<file path="config.mk">
export PLATFORM = sky130hd
export DESIGN_NAME = sdr_bank_monitor_flat
export DESIGN_NICKNAME = d
export VERILOG_FILES = /design/src/rtl/sdr_bank_monitor_if.sv /design/src/rtl/sdr_bank_monitor.sv /design/src/flat_wrapper.sv
export SDC_FILE = /design/constraint.sdc
export NUM_CORES = 1
export LEC_CHECK = 0
export CORE_MARGIN = 1.5
export CORE_UTILIZATION = 60
export CTS_BUF_LIST = sky130_fd_sc_hd__clkbuf_8
export CTS_CLUSTER_DIAMETER = 30
export DETAILED_ROUTE_END_ITERATION = 8
export PLACE_DENSITY = 0.83
export SLEW_MARGIN = 0
export SYNTH_ARGS = -nofsm -noshare
export SYNTH_HDL_FRONTEND = slang
export SYNTH_SLANG_ARGS = --single-unit
</file>
<file path="constraint.sdc">
create_clock -name sdram_clk -period 7.2 [get_ports sdram_clk]
set_input_delay 1.08 -clock sdram_clk [delete_from_list [all_inputs] [get_ports sdram_clk]]
set_output_delay 1.08 -clock sdram_clk [all_outputs]
set_load 0.005 [all_outputs]
</file>
<file path="src/rtl/sdr_bank_monitor_if.sv">
// SDRAM command bus observed by sdr_bank_monitor, together with its status outputs.
// Parameters: NUM_BANKS, BA_W, ERR_CNT_W.
// Signals:
//   sdr_init_done, sdr_cs_n, sdr_ras_n, sdr_cas_n, sdr_we_n, sdr_ba, sdr_a10 : command side
//   bank_open, viol_valid, viol_code, viol_bank, viol_count                 : monitor side
// Modports: master drives commands and sees status; slave is the monitor.
interface sdr_bank_monitor_if #(
  parameter int unsigned NUM_BANKS = 4,
  parameter int unsigned BA_W      = 2,
  parameter int unsigned ERR_CNT_W = 8
);
  logic                 sdr_init_done;
  logic                 sdr_cs_n;
  logic                 sdr_ras_n;
  logic                 sdr_cas_n;
  logic                 sdr_we_n;
  logic [BA_W-1:0]      sdr_ba;
  logic                 sdr_a10;
  logic [NUM_BANKS-1:0] bank_open;
  logic                 viol_valid;
  logic [2:0]           viol_code;
  logic [BA_W-1:0]      viol_bank;
  logic [ERR_CNT_W-1:0] viol_count;

  modport master (
    output sdr_init_done, sdr_cs_n, sdr_ras_n, sdr_cas_n, sdr_we_n, sdr_ba, sdr_a10,
    input  bank_open, viol_valid, viol_code, viol_bank, viol_count
  );

  modport slave (
    input  sdr_init_done, sdr_cs_n, sdr_ras_n, sdr_cas_n, sdr_we_n, sdr_ba, sdr_a10,
    output bank_open, viol_valid, viol_code, viol_bank, viol_count
  );
endinterface

</file>
<file path="src/rtl/sdr_bank_monitor.sv">
// Passive SDRAM protocol monitor: tracks per-bank state and a global init/refresh
// phase from the command pins, and flags protocol violations with a code.
// Ports:
//   sdram_clk   : clock, rising edge
//   sdram_reset : synchronous active-high reset
//   mon         : sdr_bank_monitor_if.slave (command pins in, bank_open/viol_* out)
// Violation codes: 1 busy bank or refresh in progress, 2 RD/WR/BST to idle bank,
//   3 ACT to non-idle bank, 4 REF/LMR with a bank not idle, 5 illegal command in init.
// Optional feature: define SDR_MON_AUTOPRE_EN so RD/WR with a10=1 to an ACTIVE bank
//   starts an auto-precharge; otherwise a10 is ignored on RD/WR.
module sdr_bank_monitor #(
  parameter int unsigned NUM_BANKS = 4,
  parameter int unsigned BA_W      = 2,
  parameter int unsigned T_RCD     = 3,
  parameter int unsigned T_RP      = 3,
  parameter int unsigned T_RFC     = 8,
  parameter int unsigned ERR_CNT_W = 8
) (
  input logic               sdram_clk,
  input logic               sdram_reset,
  sdr_bank_monitor_if.slave mon
);
  localparam int unsigned BANK_CNT_W = 4;
  localparam int unsigned RFC_CNT_W  = 6;

  typedef enum logic [1:0] {
    BANK_IDLE, BANK_ACTIVATING, BANK_ACTIVE, BANK_PRECHARGING
  } bank_state_e;

  typedef enum logic [1:0] {PH_INIT, PH_RUN, PH_REFRESHING} phase_e;

  // Encoding equals {ras_n,cas_n,we_n} with cs_n low, so decode is a plain cast.
  typedef enum logic [2:0] {
    CMD_LMR, CMD_REF, CMD_PRE, CMD_ACT, CMD_WR, CMD_RD, CMD_BST, CMD_NOP
  } cmd_e;

  bank_state_e               bank_state_q [NUM_BANKS];
  bank_state_e               bank_state_d [NUM_BANKS];
  logic [BANK_CNT_W-1:0]     bank_cnt_q   [NUM_BANKS];
  logic [BANK_CNT_W-1:0]     bank_cnt_d   [NUM_BANKS];
  phase_e                    phase_q, phase_d;
  logic [RFC_CNT_W-1:0]      ref_cnt_q, ref_cnt_d;
  logic [NUM_BANKS-1:0]      bank_open_q;
  logic                      viol_valid_q;
  logic [2:0]                viol_code_q;
  logic [BA_W-1:0]           viol_bank_q;
  logic [ERR_CNT_W-1:0]      viol_count_q;

  cmd_e                      cmd_c;
  bank_state_e               sel_state_c;
  logic                      sel_busy_c;
  logic                      any_not_idle_c;
  logic                      bank_cmd_c;
  logic                      viol_c;
  logic [2:0]                viol_code_c;

  // Command decode and violation classification, lowest code wins.
  always_comb begin
    cmd_c          = mon.sdr_cs_n ? CMD_NOP
                                  : cmd_e'({mon.sdr_ras_n, mon.sdr_cas_n, mon.sdr_we_n});
    sel_state_c    = bank_state_q[mon.sdr_ba];
    any_not_idle_c = 1'b0;
    for (int b = 0; b < int'(NUM_BANKS); b++) begin
      if (bank_state_q[b] != BANK_IDLE) any_not_idle_c = 1'b1;
    end
    sel_busy_c  = (sel_state_c == BANK_ACTIVATING) || (sel_state_c == BANK_PRECHARGING);
    // PRE-all is not addressed to one bank; it may legally catch activating banks.
    bank_cmd_c  = (cmd_c inside {CMD_ACT, CMD_WR, CMD_RD, CMD_BST}) ||
                  ((cmd_c == CMD_PRE) && !mon.sdr_a10);
    viol_code_c = 3'd0;
    if (((phase_q == PH_REFRESHING) && (cmd_c != CMD_NOP)) || (bank_cmd_c && sel_busy_c))
      viol_code_c = 3'd1;
    else if ((cmd_c inside {CMD_WR, CMD_RD, CMD_BST}) && (sel_state_c == BANK_IDLE))
      viol_code_c = 3'd2;
    else if ((cmd_c == CMD_ACT) && (sel_state_c != BANK_IDLE))
      viol_code_c = 3'd3;
    else if ((cmd_c inside {CMD_REF, CMD_LMR}) && any_not_idle_c)
      viol_code_c = 3'd4;
    else if ((phase_q == PH_INIT) && (cmd_c inside {CMD_ACT, CMD_WR, CMD_RD, CMD_BST}))
      viol_code_c = 3'd5;
    viol_c = (viol_code_c != 3'd0);
  end

  // Next-state: timers always run; command effects only when the command is legal.
  always_comb begin
    phase_d   = phase_q;
    ref_cnt_d = ref_cnt_q;
    for (int b = 0; b < int'(NUM_BANKS); b++) begin
      bank_state_d[b] = bank_state_q[b];
      bank_cnt_d[b]   = bank_cnt_q[b];
      case (bank_state_q[b])
        BANK_ACTIVATING: begin
          if (bank_cnt_q[b] == '0) bank_state_d[b] = BANK_ACTIVE;
          else bank_cnt_d[b] = bank_cnt_q[b] - BANK_CNT_W'(1);
        end
        BANK_PRECHARGING: begin
          if (bank_cnt_q[b] == '0) bank_state_d[b] = BANK_IDLE;
          else bank_cnt_d[b] = bank_cnt_q[b] - BANK_CNT_W'(1);
        end
        default: ;
      endcase
    end

    case (phase_q)
      PH_INIT: if (mon.sdr_init_done) phase_d = PH_RUN;
      PH_REFRESHING: begin
        if (ref_cnt_q == '0) phase_d = PH_RUN;
        else ref_cnt_d = ref_cnt_q - RFC_CNT_W'(1);
      end
      default: ;
    endcase

    if (!viol_c) begin
      case (cmd_c)
        CMD_ACT: begin
          bank_state_d[mon.sdr_ba] = BANK_ACTIVATING;
          bank_cnt_d[mon.sdr_ba]   = BANK_CNT_W'(T_RCD - 1);
        end
        CMD_PRE: begin
          for (int b = 0; b < int'(NUM_BANKS); b++) begin
            if ((mon.sdr_a10 || (BA_W'(b) == mon.sdr_ba)) &&
                ((bank_state_q[b] == BANK_ACTIVE) || (bank_state_q[b] == BANK_ACTIVATING))) begin
              bank_state_d[b] = BANK_PRECHARGING;
              bank_cnt_d[b]   = BANK_CNT_W'(T_RP - 1);
            end
          end
        end
        CMD_REF: begin
          // REF during init is a legal no-op for the phase machine.
          if (phase_q == PH_RUN) begin
            phase_d   = PH_REFRESHING;
            ref_cnt_d = RFC_CNT_W'(T_RFC - 1);
          end
        end
`ifdef SDR_MON_AUTOPRE_EN
        CMD_WR, CMD_RD: begin
          if (mon.sdr_a10 && (sel_state_c == BANK_ACTIVE)) begin
            bank_state_d[mon.sdr_ba] = BANK_PRECHARGING;
            bank_cnt_d[mon.sdr_ba]   = BANK_CNT_W'(T_RP - 1);
          end
        end
`endif
        default: ;
      endcase
    end
  end

  // State and registered outputs.
  always_ff @(posedge sdram_clk) begin
    if (sdram_reset) begin
      phase_q      <= PH_INIT;
      ref_cnt_q    <= '0;
      bank_open_q  <= '0;
      viol_valid_q <= 1'b0;
      viol_code_q  <= '0;
      viol_bank_q  <= '0;
      viol_count_q <= '0;
      for (int b = 0; b < int'(NUM_BANKS); b++) begin
        bank_state_q[b] <= BANK_IDLE;
        bank_cnt_q[b]   <= '0;
      end
    end else begin
      phase_q      <= phase_d;
      ref_cnt_q    <= ref_cnt_d;
      viol_valid_q <= viol_c;
      for (int b = 0; b < int'(NUM_BANKS); b++) begin
        bank_state_q[b] <= bank_state_d[b];
        bank_cnt_q[b]   <= bank_cnt_d[b];
        bank_open_q[b]  <= (bank_state_d[b] == BANK_ACTIVE);
      end
      if (viol_c) begin
        viol_code_q <= viol_code_c;
        viol_bank_q <= mon.sdr_ba;
        if (viol_count_q != '1) viol_count_q <= viol_count_q + ERR_CNT_W'(1);
      end
    end
  end

  assign mon.bank_open  = bank_open_q;
  assign mon.viol_valid = viol_valid_q;
  assign mon.viol_code  = viol_code_q;
  assign mon.viol_bank  = viol_bank_q;
  assign mon.viol_count = viol_count_q;
endmodule

</file>
<file path="src/flat_wrapper.sv">
// flat-port wrapper written by rule: the top's interface ports become plain ports
module sdr_bank_monitor_flat 
#(
  parameter int unsigned NUM_BANKS = 4,
  parameter int unsigned BA_W      = 2,
  parameter int unsigned T_RCD     = 3,
  parameter int unsigned T_RP      = 3,
  parameter int unsigned T_RFC     = 8,
  parameter int unsigned ERR_CNT_W = 8
)
  (sdram_clk, sdram_reset, mon_sdr_init_done, mon_sdr_cs_n, mon_sdr_ras_n, mon_sdr_cas_n, mon_sdr_we_n, mon_sdr_ba, mon_sdr_a10, mon_bank_open, mon_viol_valid, mon_viol_code, mon_viol_bank, mon_viol_count);
  sdr_bank_monitor_if #(.NUM_BANKS(NUM_BANKS), .BA_W(BA_W), .ERR_CNT_W(ERR_CNT_W)) mon_i ();
  input logic sdram_clk;
  input logic sdram_reset;
  input wire logic [$bits(mon_i.sdr_init_done)-1:0] mon_sdr_init_done;
  input wire logic [$bits(mon_i.sdr_cs_n)-1:0] mon_sdr_cs_n;
  input wire logic [$bits(mon_i.sdr_ras_n)-1:0] mon_sdr_ras_n;
  input wire logic [$bits(mon_i.sdr_cas_n)-1:0] mon_sdr_cas_n;
  input wire logic [$bits(mon_i.sdr_we_n)-1:0] mon_sdr_we_n;
  input wire logic [$bits(mon_i.sdr_ba)-1:0] mon_sdr_ba;
  input wire logic [$bits(mon_i.sdr_a10)-1:0] mon_sdr_a10;
  output wire logic [$bits(mon_i.bank_open)-1:0] mon_bank_open;
  output wire logic [$bits(mon_i.viol_valid)-1:0] mon_viol_valid;
  output wire logic [$bits(mon_i.viol_code)-1:0] mon_viol_code;
  output wire logic [$bits(mon_i.viol_bank)-1:0] mon_viol_bank;
  output wire logic [$bits(mon_i.viol_count)-1:0] mon_viol_count;
  assign mon_i.sdr_init_done = mon_sdr_init_done;
  assign mon_i.sdr_cs_n = mon_sdr_cs_n;
  assign mon_i.sdr_ras_n = mon_sdr_ras_n;
  assign mon_i.sdr_cas_n = mon_sdr_cas_n;
  assign mon_i.sdr_we_n = mon_sdr_we_n;
  assign mon_i.sdr_ba = mon_sdr_ba;
  assign mon_i.sdr_a10 = mon_sdr_a10;
  assign mon_bank_open = mon_i.bank_open;
  assign mon_viol_valid = mon_i.viol_valid;
  assign mon_viol_code = mon_i.viol_code;
  assign mon_viol_bank = mon_i.viol_bank;
  assign mon_viol_count = mon_i.viol_count;
  sdr_bank_monitor #(.NUM_BANKS(NUM_BANKS), .BA_W(BA_W), .T_RCD(T_RCD), .T_RP(T_RP), .T_RFC(T_RFC), .ERR_CNT_W(ERR_CNT_W)) u_core (.sdram_clk(sdram_clk), .sdram_reset(sdram_reset), .mon(mon_i));
endmodule
</file>
==> flow_summary.json <==
{
  "status": "complete, no violations",
  "p_leak_nw": 1.26,
  "rsz0062_at_grt": "false",
  "cap_violations": 0,
  "fp.dieW_um": 73.6,
  "synth_edf_count": 0,
  "final.min_clock_period_ns": 3.62,
  "synth_top_flop_cell": "dfxtp_1",
  "dp_slack_ns": 3.25,
  "post_cts_resized": 0,
  "r2r-end": "u_core.mon.bank_open[3]",
  "yosys.area_share.simple": 0.255,
  "grt_usage": 0.248,
  "synth_commonest_cells": "50 x dfxtp_1, 45 x nor2_1, 31 x a21oi_1",
  "worstSetupStartpointType": "primary input",
  "fin_worst_skew_ns": 0.00833,
  "ys_async_sr_fraction": 0,
  "syn-cell-area_um2": 2990,
  "root_buffer": "clkbuf_8",
  "stdcell_count": 457,
  "worst_pin_slew_ns": 0.683,
  "hold_ws_ns": 0.454,
  "synth_top_family_by_area": "simple AND/OR/NAND/NOR gates",
  "synth_xor_area_frac": 0.0234,
  "final_nets": 418,
  "syn_avg_cell_area_um2": 8.17,
  "overflow": 0,
  "r2r-start": "u_core.bank_state_q[3][1]",
  "port_buffers": 27,
  "synth_seq_cells": 50,
  "synth_cell_types": 60,
  "ctsHoldBuffers": 0,
  "die_h_um": 73.6,
  "synth_most_common_cell": "dfxtp_1",
  "drc_errors": 0,
  "synthMuxAreaShare": 0.0356,
  "path_max_fanout": 9,
  "wl_mm": 6.20,
  "setup_tns_ns": 0,
  "worstSetupPathType": "primary input to flip-flop",
  "htree_levels": 2,
  "post-place-cells": 449,
  "synthToLayoutAreaGrowth_pct": 13.3,
  "ir_worst_vdd_mv": 0.141,
  "synth_nets": 395,
  "first_iter_violations": 110,
  "fin_ws_ns": 3.58,
  "die_area_um2": 5420,
  "whs_endpoint": "u_core.mon.viol_code[2]",
  "rows": 25,
  "ant_nets": 0,
  "synthAdderAreaFrac": 0.0795,
  "end_kind": "flip-flop",
  "synth_compound_area_frac": 0.224,
  "setup_viol": 0,
  "gp_congestion": 0.878,
  "hold_depth": 2,
  "grt_pass1_vias": 2520,
  "final_util": 0.712,
  "dr.pass1.iters": 4,
  "reg2reg_slack_ns": 4.75,
  "io_pins": 28,
  "num_vias": 2645,
  "synth.largest_area_cell": "dfxtp_1",
  "synth_top_area_frac": 0.335,
  "hold_viol_final": 0,
  "cts_tree": "yes",
  "min_from": "u_core.mon.viol_code[2]",
  "initial_utilization": 0.629,
  "grt_pass1_wl_mm": 10.7,
  "clkTransAtPathRegs_ns": 0.09,
  "worstSkewPairLatency_ns": 0.31,
  "hpwlAfterDp_mm": 4.65,
  "cp_data_arrival_time_ns": 3.81,
  "synth.area.top_cells": "dfxtp_1 33%, ha_1 7.9%, nor2_1 5.6%",
  "hold_path.class": "flip-flop to flip-flop",
  "final_max_slew_viol_count": 0,
  "required_ns": 7.40,
  "yosys_warnings": 0,
  "max_freq_mhz": 277,
  "final_layout_size_suffix_gt1_frac": 0.0641,
  "grt_start_max_net_pins": 45,
  "rr_worst_depth": 6,
  "routedWlPerCell_um": 13.6,
  "max_slew_margin": 0.541,
  "synthCells": 366,
  "core_area_um2": 4750,
  "diodes": 0,
  "antenna_found_initial": 0,
  "vias_per_cell": 5.79,
  "synth-seq-area-share": 0.335,
  "cts-buffers-inserted": 5,
  "fin_crit_sh": 0.502,
  "post_cts.repair.setup_buffers": 0,
  "cts_sinks": 50,
  "power.density_nw_per_um2": 151,
  "clk_path_buf_depth": 2
}
==> sequential cells by signal, summed over array words and instances, names as in the netlist <==
name	flops
u_core.bank_cnt_q	16
u_core.bank_state_q	8
u_core.mon.viol_count	8
u_core.ref_cnt_q	6
u_core.mon.bank_open	4
u_core.mon.viol_code	3
u_core.mon.viol_bank	2
u_core.phase_q	2
u_core.mon.viol_valid	1
==> critical path, stage by stage <==
cell	delay, ns
clkdlybuf4s50_1	0.66
mux4_2	0.59
nor4b_4	0.30
nor3_2	0.11
o21ai_1	0.47
o21ai_0	0.25
a2111oi_2	0.33
==> final cells by class <==
class,count,area [um2]
inverters,23,86.3
flip-flops and latches,50,1000
clock buffers,6,82.6
multi-input cells,281,1850
well taps,67,83.8
repair buffers,28,278
fillers,403,1370
clock inverters,2,8.76
==> layer usage <==
metal | vias to the layer above | track usage | wire length (um)
met2 | 44 | 0.415 | 3020
met3 | 12 | 0.0439 | 192
met1 | 1233 | 0.317 | 2860
met5 | - | 0 | 0
met4 | 0 | 0.0905 | 128
li1 | 1356 | - | -
==> stage by stage <==
step	instance area (um2)	total power, mW
6_report	3390	0.512
5_1_grt	3390	0.530
4_1_cts	3390	0.516
3_5_place_dp	3300	0.352
3_3_place_gp	3300	0.351
2_1_floorplan	2990	0.331
==> layout by cell type, fill, tap and decap left out, types with 5 or more instances in the layout <==
cell type	n
a211oi_1	6
xnor2_1	7
inv_1	24
nand2_1	25
nand3_1	5
dfxtp_1	50
and3_1	5
or3_1	7
nor4_1	5
clkbuf_8	6
clkdlybuf4s50_1	27
nor3_1	12
nor2b_1	8
a21oi_1	31
mux2i_1	5
ha_1	19
nor3b_1	7
nor2_1	45
o21ai_0	24
==> cells by family after synthesis <==
logic type	count (synthesis)
buffers and inverters	35
DFF	50
adders and majority gates	19
AOI/OAI and AO/OA	102
xor gates and xnor gates	8
muxes	8
and+or+nand+nor	144
==> power breakdown <==
| group | total (mW) | switching (mW) | internal (mW) |
|---|---|---|---|
| combinational | 0.0599 | 0.0328 | 0.0271 |
| sequential | 0.286 | 0.00433 | 0.282 |
| clock | 0.166 | 0.0894 | 0.0762 |
==> worst max path at each step <==
stage / start / to / slack [ns] / cells after the start
floorplan: mon_sdr_ba[1] / u_core.mon.bank_open[3] / 4.17 / 6
finish: mon_sdr_ba[0] / u_core.mon.bank_open[3] / 3.58 / 7
detailed placement: mon_sdr_ba[0] / u_core.mon.viol_count[5] / 3.25 / 7
CTS: mon_sdr_ba[0] / u_core.mon.bank_open[3] / 3.57 / 7
global route: mon_sdr_we_n / u_core.mon.bank_open[1] / 3.40 / 7
global placement: mon_sdr_ba[0] / u_core.mon.viol_count[5] / 3.37 / 7
Note: power is estimated with default switching activity, not from simulation.
